[config.mk]
export PLATFORM = sky130hd
export DESIGN_NAME = fifo_rd_stream
export DESIGN_NICKNAME = d
export VERILOG_FILES = /design/src/rtl/fifo_rd_pkg.sv /design/src/rtl/fifo_rd_buf.sv /design/src/rtl/fifo_rd_stream.sv
export SDC_FILE = /design/constraint.sdc
export NUM_CORES = 1
export LEC_CHECK = 0
export BUFFER_PORTS_ARGS = -buffer_cell sky130_fd_sc_hd__buf_2
export CAP_MARGIN = 15
export CORE_MARGIN = 1.5
export CORE_UTILIZATION = 35
export DETAILED_ROUTE_END_ITERATION = 10
export PLACE_DENSITY = 0.58
export SETUP_SLACK_MARGIN = 0.02
export SYNTH_ARGS = -nofsm -noshare
export SYNTH_HDL_FRONTEND = slang
export SYNTH_SLANG_ARGS = --single-unit
[constraint.sdc]
create_clock -name clk -period 4.2 [get_ports clk]
set_input_delay 0.21 -clock clk [delete_from_list [all_inputs] [get_ports clk]]
set_output_delay 0.21 -clock clk [all_outputs]
set_load 0.03 [all_outputs]
[src/rtl/fifo_rd_pkg.sv]
// Shared constants and types for the FIFO read-side drain engine.
package fifo_rd_pkg;

    localparam int unsigned BufDepth = 3;
    localparam int unsigned OccW     = 2;
    localparam int unsigned CntW     = 16;

    typedef logic [OccW-1:0] occ_t;
    typedef logic [CntW-1:0] cnt_t;

    localparam cnt_t CntSat = 16'hFFFF;

    // Pointer increment modulo the buffer depth.
    function automatic occ_t ptr_inc(input occ_t ptr);
        return (ptr == occ_t'(BufDepth - 1)) ? '0 : ptr + 1'b1;
    endfunction

endpackage

[src/rtl/fifo_rd_buf.sv]
// 3-entry circular buffer absorbing the FIFO read-data latency.
module fifo_rd_buf
    import fifo_rd_pkg::*;
#(
    parameter int unsigned DataW = 8
) (
    input  logic             clk,
    input  logic             rst_n,
    input  logic             push,
    input  logic             pop,
    input  logic             clear,
    input  logic [DataW-1:0] wdata,
    output logic [DataW-1:0] head,
    output occ_t             occ
);

    logic [DataW-1:0] mem_q [BufDepth];
    occ_t             wptr_q, wptr_d;
    occ_t             rptr_q, rptr_d;
    occ_t             occ_q, occ_d;
    logic             pop_ok;

    assign pop_ok = pop && (occ_q != '0);

    always_comb begin
        wptr_d = wptr_q;
        rptr_d = rptr_q;
        occ_d  = occ_q;
        if (clear) begin
            wptr_d = '0;
            rptr_d = '0;
            occ_d  = '0;
        end else begin
            if (push) begin
                wptr_d = ptr_inc(wptr_q);
            end
            if (pop_ok) begin
                rptr_d = ptr_inc(rptr_q);
            end
            case ({push, pop_ok})
                2'b10:   occ_d = occ_q + 1'b1;
                2'b01:   occ_d = occ_q - 1'b1;
                default: occ_d = occ_q;
            endcase
        end
    end

    always_ff @(posedge clk or negedge rst_n) begin
        if (!rst_n) begin
            wptr_q <= '0;
            rptr_q <= '0;
            occ_q  <= '0;
            for (int i = 0; i < BufDepth; i++) begin
                mem_q[i] <= '0;
            end
        end else begin
            wptr_q <= wptr_d;
            rptr_q <= rptr_d;
            occ_q  <= occ_d;
            // A word landing in the flush cycle is dropped with the rest.
            if (push && !clear) begin
                mem_q[wptr_q] <= wdata;
            end
        end
    end

    assign head = mem_q[rptr_q];
    assign occ  = occ_q;

endmodule

[src/rtl/fifo_rd_stream.sv]
// FIFO read-side drain engine: issues reads, buffers data, drives a valid/ready stream.
// Optional delivered-word counter enabled by defining FIFO_RD_STAT_EN.
module fifo_rd_stream
    import fifo_rd_pkg::*;
#(
    parameter int unsigned P_DATA_W = 8
) (
    input  logic                clk,
    input  logic                rst_n,
    input  logic                i_empty,
    input  logic [P_DATA_W-1:0] i_data,
    output logic                o_r_en,
    input  logic                i_flush,
    output logic                o_valid,
    input  logic                i_ready,
    output logic [P_DATA_W-1:0] o_data,
    output logic [CntW-1:0]     o_rd_cnt
);

    logic       infl_q;
    occ_t       occ;
    logic [2:0] fill;
    logic       capture;
    logic       handshake;

    // Issue depends only on registered state and FIFO flag, never on i_ready.
    assign fill      = {1'b0, occ} + {2'b00, infl_q};
    assign o_r_en    = !i_empty && !i_flush && (fill < 3'(BufDepth));
    assign capture   = infl_q;
    assign o_valid   = (occ != '0);
    assign handshake = o_valid && i_ready;

    always_ff @(posedge clk or negedge rst_n) begin
        if (!rst_n) begin
            infl_q <= 1'b0;
        end else begin
            infl_q <= o_r_en;
        end
    end

    fifo_rd_buf #(
        .DataW (P_DATA_W)
    ) u_buf (
        .clk   (clk),
        .rst_n (rst_n),
        .push  (capture),
        .pop   (handshake),
        .clear (i_flush),
        .wdata (i_data),
        .head  (o_data),
        .occ   (occ)
    );

`ifdef FIFO_RD_STAT_EN
    cnt_t rd_cnt_q;

    // Flush does not clear the counter; handshakes in the flush cycle still count.
    always_ff @(posedge clk or negedge rst_n) begin
        if (!rst_n) begin
            rd_cnt_q <= '0;
        end else if (handshake && (rd_cnt_q != CntSat)) begin
            rd_cnt_q <= rd_cnt_q + 1'b1;
        end
    end

    assign o_rd_cnt = rd_cnt_q;
`else
    assign o_rd_cnt = '0;
`endif

endmodule

==> flow_summary.rst, run 1 <==
.. list-table::
   :header-rows: 1

   * - Metric
     - Value
   * - Distinct cells, synth
     - 22
   * - Relative area change from synthesis to final layout
     - 11.74%
   * - Gate count of the mapped netlist
     - 132
   * - Net count reported at finish
     - 172
   * - Number of enable flip-flop cells after synthesis
     - 0
   * - CP required
     - 3.99 ns
   * - Worst Skew
     - approximately 0.0031 ns
   * - Cell row count
     - 24
   * - Commonest cells after routing, fill and taps aside
     - 31 x sky130_fd_sc_hd__dfrtp_1, 25 x sky130_fd_sc_hd__mux2_2, 22 x sky130_fd_sc_hd__buf_2, 16 x sky130_fd_sc_hd__conb_1
   * - Critical path peak fanout
     - 9
   * - First-pass GRT wire length
     - about 5.4 mm
   * - Number of optimization iterations in the first detailed-route pass
     - 4
   * - CTS Hold Bufs
     - 1
   * - Die height
     - 70.36 um
   * - Post-route setup TNS
     - 0 ns
   * - Max_slew headroom
     - 53.20%
   * - Post-cts sizing count
     - 0
   * - PD cells
     - roughly 450 nW/um2
   * - Number of inserted diodes
     - 0
   * - Min Hold Slack
     - 0.1164 ns
   * - Initial antenna violation count
     - 0
   * - Warning count from the yosys run
     - 0
   * - Number of DRC violations after detailed-routing iteration 0
     - 33
   * - CTS H-tree lvls
     - 2
   * - Effective utilization at floorplan
     - between 30% and 40%
   * - Critical path capture point type
     - output port
   * - Post-synthesis async set-or-reset flop share
     - 100.0%
   * - Clock sinks
     - 31
   * - Horizontal extent of the die
     - 70.36 um
   * - Worst min path class
     - input pin to register
   * - Final total power
     - 0.7994 mW
   * - Number of endpoints failing setup at the final stage
     - 0
   * - Detailed-route wire length per cell
     - 14.61 um
   * - Port Buffers
     - 22
   * - Share of the clock period used by the worst path after layout
     - between 50% and 60%
   * - Max-Cap Viols
     - 0
   * - Met2 layer usage reported by global route
     - 25.58%
   * - Average cell area after synthesis
     - about 12 um2
   * - Startpoint of the worst-slack reg-to-reg timing path
     - capture$_DFF_PN0_
   * - Post-CTS setup-driven buffer insertion count
     - 0
   * - Final max-slew violation count
     - 0
   * - Total core area
     - 4354 um2
   * - Ys flop type
     - sky130_fd_sc_hd__dfrtp_1
   * - Layout cell share with drive strength beyond 1
     - 37.97%
   * - Critical Path Source Type
     - register
   * - Deepest clock path buffer count
     - 2
   * - Start point of the worst min-delay path
     - i_empty
   * - Clock Latency Late Sink
     - 0.29 ns
   * - RD Place Congestion
     - 0.7896
   * - Clock transition time at the flip-flop clock pins of the worst setup and hold paths
     - 0.06 ns
   * - Number of synthesized register bits
     - 31
   * - Register area share after synthesis
     - 48.86%
   * - Synthesized area
     - ~1600 um2
   * - Leading cell type in the layout, fill and taps excluded
     - sky130_fd_sc_hd__dfrtp_1
   * - Final hold violation count
     - 0
   * - GR Layer Usage met1
     - 15.48%
   * - Reported leakage power
     - 0.8102 nW
   * - Via count of the first global-routing pass
     - 1145
   * - Via density per instance
     - 4.890
   * - Arrival time at the worst endpoint
     - 2.12 ns
   * - Cell count after placement
     - 201
   * - Run status
     - finished clean
   * - Filler instances
     - 424
   * - Die area
     - slightly below 5000 um2
   * - Critical path start-end classification
     - register to output port
   * - Peak VDD IR
     - 257.9 uV
   * - Sum of overflow across all layers after global routing
     - 0
   * - Remaining design rule violation count
     - 0
   * - Vias after detailed routing
     - 1027
   * - Area used by multi-input combinational logic
     - 720.7 um2
   * - CTS buffer count
     - 5
   * - Worst-Margin Slew
     - 0.7020 ns
   * - I/O Pins
     - 39
   * - Fmax
     - roughly 430 MHz
   * - Final min period
     - 2.326 ns
   * - CTS Root Buffer Type
     - sky130_fd_sc_hd__clkbuf_8
   * - Most Crowded Layer GR
     - met2
   * - Global-route met3 utilization
     - roughly 4%
   * - Setup repair after global routing missed its margin
     - no
   * - Wire length reported by the detailed router
     - 3.069 mm
   * - Start point of the critical path
     - capture$_DFF_PN0_
   * - Clock tree from TritonCTS
     - built
   * - Combined flip-flop and latch cell area
     - between 700 and 800 um2
   * - Global-route usage over all layers
     - 14.50%
   * - Non-filler cells, final
     - 210
   * - Placed wire-length estimate
     - 2.119 mm
   * - Post-route ant nets
     - 0
   * - Largest net degree at the start of global routing
     - 32
## power breakdown
| part | leakage (nW) | internal [mW] | switching (mW) |
|---|---|---|---|
| Sequential | 0.400 | 0.351 | 0.0312 |
| Combinational | 0.369 | 0.0736 | 0.113 |
| Clock | 0.0412 | 0.116 | 0.115 |
## state kept, by name (all words and copies together), names as in the netlist
name	cells
capture	1
u_buf.wptr_q	2
u_buf.mem_q	24
u_buf.occ	2
u_buf.rptr_q	2
## cells in the mapped netlist (2+ instances only)
library cell / number / area [um2]
sky130_fd_sc_hd__dfrtp_1: 31 / 775.7
sky130_fd_sc_hd__mux2_2: 25 / 281.5
sky130_fd_sc_hd__buf_4: 17 / 127.6
sky130_fd_sc_hd__mux2i_1: 11 / 110.1
sky130_fd_sc_hd__nand2_1: 11 / 41.29
sky130_fd_sc_hd__o21ai_0: 11 / 55.05
sky130_fd_sc_hd__nor2_1: 4 / 15.01
sky130_fd_sc_hd__a2111oi_0: 2 / 17.52
sky130_fd_sc_hd__a21oi_1: 2 / 10.01
sky130_fd_sc_hd__clkbuf_1: 2 / 7.510
sky130_fd_sc_hd__ha_1: 2 / 25.02
sky130_fd_sc_hd__inv_1: 2 / 7.510
sky130_fd_sc_hd__nor3b_4: 2 / 37.54
sky130_fd_sc_hd__or2_2: 2 / 12.51
## area by class of cell
class                   instances  area share, %
clock buffers                   6          4.090
clock inverters                 2         0.7052
inverters                       2         0.4231
multi-input cells              94          40.62
flip-flops and latches         31          43.72
well taps                      52          3.667
repair buffers                 23          6.770
## critical path, stage by stage, from the launching register on
cell,delay [ns]
sky130_fd_sc_hd__dfrtp_1,0.49
sky130_fd_sc_hd__ha_1,0.24
sky130_fd_sc_hd__ha_1,0.26
sky130_fd_sc_hd__a2111oi_0,0.54
sky130_fd_sc_hd__buf_2,0.30
## path summary, 6_finish.rpt
| check | end | depth (start not counted) | slack, ns |
|---|---|---|---|
| max | o_r_en | 4 | 1.87 |
| min | capture$_DFF_PN0_ | 2 | 0.12 |
| max reg2reg | capture$_DFF_PN0_ | 3 | 2.50 |
| min reg2reg | u_buf.mem_q[1]$_DFFE_PN0P_ | 1 | 0.51 |
| max in group asynchronous | u_buf.occ[0]$_DFFE_PN0P_ | 2 | 3.24 |
| min in group asynchronous | u_buf.mem_q[15]$_DFFE_PN0P_ | 2 | 0.51 |
## per-stage QoR
step	setup WS (ns)	cell area (um2)	utilization [%]
finish	1.874	1774	40.75
global route	1.694	1774	40.75
CTS	1.828	1774	40.75
detailed placement	2.145	1679	38.56
global placement	2.274	1679	38.56
floorplan	1.386	1644	-
## cell families (layout without fill, tap and decap cells)
group / after synthesis / count (layout) / share of synthesized area [%]
buffers and inverters: 22 / 33 / 9.299
muxes: 36 / 36 / 24.67
adders and majority gates: 2 / 2 / 1.576
other: 1 / 16 / 0.2362
and+or+nand+nor: 25 / 25 / 10.17
DFF: 31 / 31 / 48.86
AOI/OAI and AO/OA: 15 / 15 / 5.201
## metal layers
layer	vias up	wire [um]	part of all wire (%)
met5	-	0	0
met4	0	51	1.7
met3	5	148	4.8
met2	33	1577	51
met1	518	1293	42
li1	471	-	-
Note: power is estimated with default switching activity, not from simulation.
==> run 2: changes to the inputs <==
--- a/config.mk
+++ b/config.mk
@@ -10,7 +10,7 @@
 export CORE_MARGIN = 1.5
 export CORE_UTILIZATION = 35
 export DETAILED_ROUTE_END_ITERATION = 10
-export PLACE_DENSITY = 0.58
+export PLACE_DENSITY = 0.6
 export SETUP_SLACK_MARGIN = 0.02
 export SYNTH_ARGS = -nofsm -noshare
 export SYNTH_HDL_FRONTEND = slang
==> constraint.sdc (replaced) <==
create_clock -name clk -period 1.92 [get_ports clk]
set_input_delay 0.096 -clock clk [delete_from_list [all_inputs] [get_ports clk]]
set_output_delay 0.096 -clock clk [all_outputs]
set_load 0.03 [all_outputs]
==> run 2 against run 1 <==
  * Die area is the same
  * Global-route usage shrank 0.42 points
  * Flip-flop and latch count is the same
  * Critical path type unchanged
  * Largest cell class unchanged
  * Cell area grew 5.1%
  * Sequential power grew 120%
  * Worst hold slack lost 0.048 ns
  * Total power grew 120%
  * Non-clock buffer count grew 9
  * Critical path depth is the same
==> flow_summary.rst, run 2 (synthesized netlist as in run 1, its figures left out) <==
.. list-table::
   :header-rows: 1

   * - Metric
     - Value
   * - Start point of the worst min-delay path
     - i_data[4]
   * - I/O Pins
     - 39
   * - Number of endpoints failing setup at the final stage
     - 0
   * - Critical path peak fanout
     - 2
   * - Cells traversed along the worst timing path
     - ha_1, ha_1, a2111oi_4, buf_4
   * - Power dissipated by switching net loads
     - 0.5635 mW
   * - Largest net degree at the start of global routing
     - 32
   * - Sequential group share of total power
     - 47.5%
   * - Worst Skew
     - 0.006185 ns
   * - Final max-slew violation count
     - 0
   * - Placed wire-length estimate
     - 2.190 mm
   * - Largest register by flop count
     - u_buf.mem_q
   * - Final core utilization
     - around 43%
   * - CP required
     - 1.82 ns
   * - Buf+Inv Stages, Crit Path
     - 1
   * - Horizontal extent of the die
     - roughly 70 um
   * - Total core area
     - 4354 um2
   * - Critical Path Source Type
     - register
   * - Clock Latency Late Sink
     - ~0.28 ns
   * - Maximum single-stage delay on the critical path
     - 0.38 ns
   * - Number of flip-flops under the largest register name
     - 24
   * - Effective utilization at floorplan
     - 36.47%
   * - Via count of the first global-routing pass
     - 1077
   * - Detailed-route wire length per cell
     - 14.33 um
   * - Cell row count
     - 24
   * - Final total power
     - 1.756 mW
   * - Vias after detailed routing
     - 1046
   * - CTS H-tree lvls
     - 2
   * - Port Buffers
     - 22
   * - Via density per instance
     - around 4.8
   * - Clock transition time at the flip-flop clock pins of the worst setup and hold paths
     - 0.07 ns
   * - Portion of total power attributed to combinational logic
     - around a quarter
   * - Setup repair after global routing missed its margin
     - no
   * - Worst min path class
     - input pin to register
   * - Critical path start-end classification
     - register to output port
   * - Post-route ant nets
     - 0
   * - Run status
     - finished clean
   * - Net count reported at finish
     - 181
   * - Critical path capture point type
     - output port
   * - Worst-Margin Slew
     - 0.6877 ns
   * - Proportion of power drawn by the clock network
     - between 20 and 30%
   * - Net Sw Frac
     - 32.09%
   * - Peak VDD IR
     - between 600 and 700 uV
   * - Clock sinks
     - 31
   * - Minimum setup slack after placement
     - 0.2524 ns
   * - Wire length reported by the detailed router
     - between 3 and 4 mm
   * - Commonest cells after routing, fill and taps aside
     - 31 x sky130_fd_sc_hd__dfrtp_1, 25 x sky130_fd_sc_hd__mux2_2, 21 x sky130_fd_sc_hd__buf_2, 16 x sky130_fd_sc_hd__conb_1
   * - Post-route setup TNS
     - 0 ns
   * - Internal power contribution
     - 1.192 mW
   * - Initial antenna violation count
     - 0
   * - Deepest clock path buffer count
     - 2
   * - Final hold violation count
     - 0
   * - Largest delay contributor family on the critical path
     - adder cells
   * - Crit-path slowest cell
     - sky130_fd_sc_hd__dfrtp_1
   * - CTS Root Buffer Type
     - sky130_fd_sc_hd__clkbuf_8
   * - Startpoint of the worst-slack reg-to-reg timing path
     - capture$_DFF_PN0_
   * - Number of optimization iterations in the first detailed-route pass
     - 4
   * - Leading cell type in the layout, fill and taps excluded
     - sky130_fd_sc_hd__dfrtp_1
   * - Sum of overflow across all layers after global routing
     - 0
   * - Max-Cap Viols
     - 0
   * - Die area
     - 4950 um2
   * - PD cells
     - 941.2 nW/um2
   * - Global-route usage over all layers
     - 14.08%
   * - Number of inserted diodes
     - 0
   * - Start point of the critical path
     - u_buf.occ[0]$_DFFE_PN0P_
   * - Remaining design rule violation count
     - 0
   * - Die height
     - about 70 um
   * - Final min period
     - 1.837 ns
   * - Max_slew headroom
     - 54.15%
   * - Setup WS post-layout
     - 0.08341 ns
   * - Arrival time at the worst endpoint
     - around 1.7 ns
   * - Reported leakage power
     - 0.8601 nW
   * - Layout cell share with drive strength beyond 1
     - 41.32%
   * - First-pass GRT wire length
     - 5.306 mm
   * - RD Place Congestion
     - 0.8305
   * - Top cell by count, worst path
     - sky130_fd_sc_hd__ha_1
   * - Relative area change from synthesis to final layout
     - 17.49%
   * - Fmax
     - 544.5 MHz
   * - Clock tree from TritonCTS
     - built
   * - CTS buffer count
     - 5
   * - Number of DRC violations after detailed-routing iteration 0
     - 27
   * - Share of the clock period used by the worst path after layout
     - a little over nine tenths
   * - Filler instances
     - 401
## run 2: changes by cell type in the layout (fill, tap and decap cells not counted), sizes merged
| cell | change |
|---|---|
| dlygate4sd3 | +1 |
| buf | +8 |
## run 2: worst paths after layout
check                                              endpoint  slack, ns  cells past startpoint
worst max-delay path                                 o_r_en       0.08                      4
worst min-delay path            u_buf.mem_q[12]$_DFFE_PN0P_       0.07                      2
worst max register to register  u_buf.mem_q[10]$_DFFE_PN0P_       0.30                      4
worst min register to register  u_buf.mem_q[20]$_DFFE_PN0P_       0.51                      1
max in group asynchronous        u_buf.mem_q[2]$_DFFE_PN0P_       1.08                      2
min in group asynchronous          u_buf.occ[0]$_DFFE_PN0P_       0.39                      2
## run 2: stage by stage
| step | cells | instance area, um2 | hold slack, ns |
|---|---|---|---|
| finish | 219 | 1866 | 0.06844 |
| global route | 219 | 1866 | 0.06978 |
| CTS | 219 | 1866 | 0.06039 |
| detailed placement | 207 | 1730 | 0.1783 |
| global placement | 207 | 1730 | 0.1629 |
| floorplan | 147 | 1650 | -0.1996 |
## run 2: power by group through the flow
stage	Clock, mW	Sequential [mW]	Combinational [mW]
after floorplan	0	0.823	0.342
after global placement	0	0.835	0.403
after detailed placement	0	0.847	0.417
after CTS	0.515	0.833	0.430
after global routing	0.548	0.847	0.461
final	0.496	0.833	0.426
## run 2: final cells by class
class	instances	area (um2)	area share, %
clock inverters	2	12.51	0.6707
multi-input cells	94	739.5	39.64
clock buffers	6	72.57	3.890
inverters	2	7.507	0.4024
well taps	52	65.06	3.488
flip-flops and latches	31	775.7	41.58
repair buffers	32	192.7	10.33
## run 2: metal layers
metal  wire length [um]  up-vias  global-route usage, %
met5                  0        -                      0
met4                 54        0                  6.410
met3                131        6                  3.030
met2               1517       33                  22.96
met1               1436      514                  17.78
li1                   -      493                      -
## run 2: timing repair
| item | in CTS | in global routing |
|---|---|---|
| hold buffers | 2 | 0 |
| cloned | 0 | 0 |
| endpoints found under the setup margin | 1 | 1 |
| gates resized for setup | 2 | 0 |
| hold endpoints to repair | 32 | 0 |
| setup buffers | 2 | 0 |
| pin swaps | 0 | 1 |
==> run 3: changes to the inputs <==
--- a/config.mk
+++ b/config.mk
@@ -7,7 +7,6 @@
 export LEC_CHECK = 0
 export BUFFER_PORTS_ARGS = -buffer_cell sky130_fd_sc_hd__buf_2
 export CAP_MARGIN = 15
-export CORE_MARGIN = 1.5
 export CORE_UTILIZATION = 35
 export DETAILED_ROUTE_END_ITERATION = 10
 export PLACE_DENSITY = 0.6
==> run 3 against run 2 <==
  * Fmax is 2.3% higher
  * Clock-buffer cell count stayed put
  * Utilization is 1.6 points higher
  * Combinational power hardly changed
  * Global-route usage is 0.58 points lower
  * Clock power is 51% higher
  * Sequential power is 0.5% lower
  * Setup slack better by 0.042 ns
==> flow_summary.rst, run 3 (synthesized netlist as in run 1, its figures left out) <==
.. list-table::
   :header-rows: 1

   * - Metric
     - Value
   * - Run status
     - finished clean
   * - Post-route ant nets
     - 0
   * - Share of the clock period used by the worst path after layout
     - between 90 and 100%
   * - Sequential group share of total power
     - 41.3%
   * - Combined flip-flop and latch cell area
     - 775.7 um2
   * - Arrival time at the worst endpoint
     - approximately 1.7 ns
   * - Final min period
     - 1.795 ns
   * - Layout cell share with drive strength beyond 1
     - 42.26%
   * - Remaining design rule violation count
     - 0
   * - Non-filler cells, final
     - 220
   * - Worst-Margin Slew
     - 0.6862 ns
   * - Filler instances
     - between 400 and 500
   * - Die area
     - 4810 um2
   * - Minimum setup slack after placement
     - between 0.2 and 0.3 ns
   * - Number of inserted diodes
     - 0
   * - Relative area change from synthesis to final layout
     - 21.75%
   * - Power dissipated by switching net loads
     - 0.5478 mW
   * - Post-route setup TNS
     - 0 ns
   * - First-pass GRT wire length
     - 4.995 mm
   * - Total core area
     - 4354 um2
   * - Setup WS post-layout
     - 0.1252 ns
   * - I/O Pins
     - 39
   * - Number of DRC violations after detailed-routing iteration 0
     - 22
   * - Vias after detailed routing
     - 1049
   * - Largest register by flop count
     - u_buf.mem_q
   * - Cell row count
     - 24
   * - Die height
     - 69.36 um
   * - Max-Cap Viols
     - 0
   * - RD Place Congestion
     - 0.8234
   * - Cell count after placement
     - around 210
   * - Net count reported at finish
     - 182
   * - Number of optimization iterations in the first detailed-route pass
     - 4
   * - Endpoint of the worst-slack reg-to-reg timing path
     - u_buf.mem_q[21]$_DFFE_PN0P_
   * - Leading cell type in the layout, fill and taps excluded
     - sky130_fd_sc_hd__dfrtp_1
   * - Clock sinks
     - 31
   * - Via density per instance
     - 4.768
   * - CP required
     - 1.82 ns
   * - Hold endpoint
     - u_buf.mem_q[23]$_DFFE_PN0P_
   * - PD cells
     - 1038 nW/um2
   * - Max_slew headroom
     - 54.25%
   * - Setup repair after global routing missed its margin
     - no
   * - Start point of the worst min-delay path
     - i_data[7]
   * - Clock Latency Late Sink
     - 0.27 ns
   * - Critical Path Source Type
     - register
   * - Internal power contribution
     - 1.459 mW
   * - Worst min path class
     - input pin to register
   * - Horizontal extent of the die
     - 69.36 um
   * - CTS H-tree lvls
     - 2
   * - Proportion of power drawn by the clock network
     - 37.4%
   * - Cell depth of the worst hold path
     - 2
   * - Critical path start-end classification
     - register to output port
   * - Worst reg-to-reg path cell count
     - 4
   * - CTS Root Buffer Type
     - sky130_fd_sc_hd__clkbuf_8
   * - Initial antenna violation count
     - 0
   * - Critical path peak fanout
     - 2
   * - R2R setup slack
     - 0.38 ns
   * - Detailed-route wire length per cell
     - roughly 14 um
   * - Largest net degree at the start of global routing
     - 32
   * - Clock transition time at the flip-flop clock pins of the worst setup and hold paths
     - around 0.06 ns
   * - Clock tree from TritonCTS
     - built
   * - Final hold violation count
     - 0
   * - Peak VDD IR
     - 589.5 uV
   * - Area used by multi-input combinational logic
     - 752.0 um2
   * - Deepest clock path buffer count
     - 2
   * - Number of endpoints failing setup at the final stage
     - 0
   * - Via count of the first global-routing pass
     - 1039
   * - Effective utilization at floorplan
     - 36.47%
   * - Fmax
     - 557.2 MHz
   * - Reported leakage power
     - around 0.9 nW
   * - Worst Skew
     - 0.001651 ns
   * - Critical path capture point type
     - output port
   * - Global-route usage over all layers
     - 13.49%
   * - Commonest cells after routing, fill and taps aside
     - 31 x sky130_fd_sc_hd__dfrtp_1, 25 x sky130_fd_sc_hd__mux2_2, 21 x sky130_fd_sc_hd__buf_2, 16 x sky130_fd_sc_hd__conb_1
   * - Placed wire-length estimate
     - 2.126 mm
   * - Startpoint of the worst-slack reg-to-reg timing path
     - capture$_DFF_PN0_
   * - Port Buffers
     - 22
   * - Number of flip-flops under the largest register name
     - 24
   * - CTS buffer count
     - 5
   * - Net Sw Frac
     - 27.29%
   * - Sum of overflow across all layers after global routing
     - 0
   * - Portion of total power attributed to combinational logic
     - 21.3%
   * - Final max-slew violation count
     - 0
   * - Wire length reported by the detailed router
     - 2.971 mm
==> run 3: changes by cell type in the layout (fill, tap and decap cells not counted) <==
cell                         previous run  this run
sky130_fd_sc_hd__clkinvlp_4             1         0
sky130_fd_sc_hd__buf_4                  9        10
sky130_fd_sc_hd__clkinv_2               1         0
sky130_fd_sc_hd__ha_1                   2         1
sky130_fd_sc_hd__ha_4                   0         1
sky130_fd_sc_hd__bufinv_16              0         2
==> run 3: power by group through the flow <==
| stage | Sequential (mW) | Clock (mW) | Combinational [mW] |
|---|---|---|---|
| global route | 0.843 | 0.802 | 0.463 |
| floorplan | 0.823 | 0 | 0.342 |
| finish | 0.829 | 0.751 | 0.427 |
| global placement | 0.832 | 0 | 0.410 |
| detailed placement | 0.842 | 0 | 0.422 |
| CTS | 0.830 | 0.770 | 0.432 |
==> run 3: cell type report <==
class	instances	share of cell area, %
flip-flops and latches	31	40.13
multi-input cells	94	38.90
repair buffers	33	10.36
clock buffers	6	3.754
well taps	52	3.366
clock inverters	2	3.107
inverters	2	0.3884
==> run 3: through the flow <==
| step | cell area [um2] | hold slack, ns | util, % | power, mW |
|---|---|---|---|---|
| floorplan | 1650 | -0.1996 | - | 1.164 |
| global placement | 1745 | 0.1679 | 40.09 | 1.242 |
| detailed placement | 1745 | 0.1741 | 40.09 | 1.264 |
| CTS | 1921 | 0.06746 | 44.11 | 2.032 |
| global route | 1933 | 0.07580 | 44.40 | 2.109 |
| finish | 1933 | 0.07510 | 44.40 | 2.007 |
==> run 3: worst max-delay path by stage <==
| stage | to | startpoint | slack (ns) | cells after the start |
|---|---|---|---|---|
| after global placement | o_r_en | u_buf.occ[0]$_DFFE_PN0P_ | 0.32 | 4 |
| after global routing | o_data[0] | u_buf.rptr_q[1]$_DFFE_PN0P_ | 0.06 | 5 |
| after detailed placement | o_r_en | u_buf.occ[0]$_DFFE_PN0P_ | 0.26 | 4 |
| after floorplan | capture$_DFF_PN0_ | u_buf.occ[0]$_DFFE_PN0P_ | 0.02 | 3 |
| after CTS | o_r_en | u_buf.occ[0]$_DFFE_PN0P_ | 0.03 | 4 |
| final | o_r_en | u_buf.occ[0]$_DFFE_PN0P_ | 0.13 | 4 |
==> run 3: metal layers <==
metal / vias up / track usage, % / share of wire, %
met4: 0 / 5.442 / 0.84
met1: 514 / 17.31 / 46
met3: 4 / 3.924 / 4.8
met5: - / 0 / 0
li1: 496 / - / -
met2: 35 / 21.36 / 49
==> run 3: critical path, stage by stage, from the launching register on <==
cell and delay (ns):
sky130_fd_sc_hd__dfrtp_1 0.39, sky130_fd_sc_hd__ha_1 0.24, sky130_fd_sc_hd__ha_4 0.23, sky130_fd_sc_hd__a2111oi_4 0.35, sky130_fd_sc_hd__buf_4 0.22
==> run 3: repair_timing <==
action / CTS / global route
buffers inserted: 1 / 0
pin swaps: 0 / 0
hold buffers: 2 / 0
hold endpoints to repair: 32 / 0
setup endpoints to repair: 1 / 1
resized for setup: 2 / 1
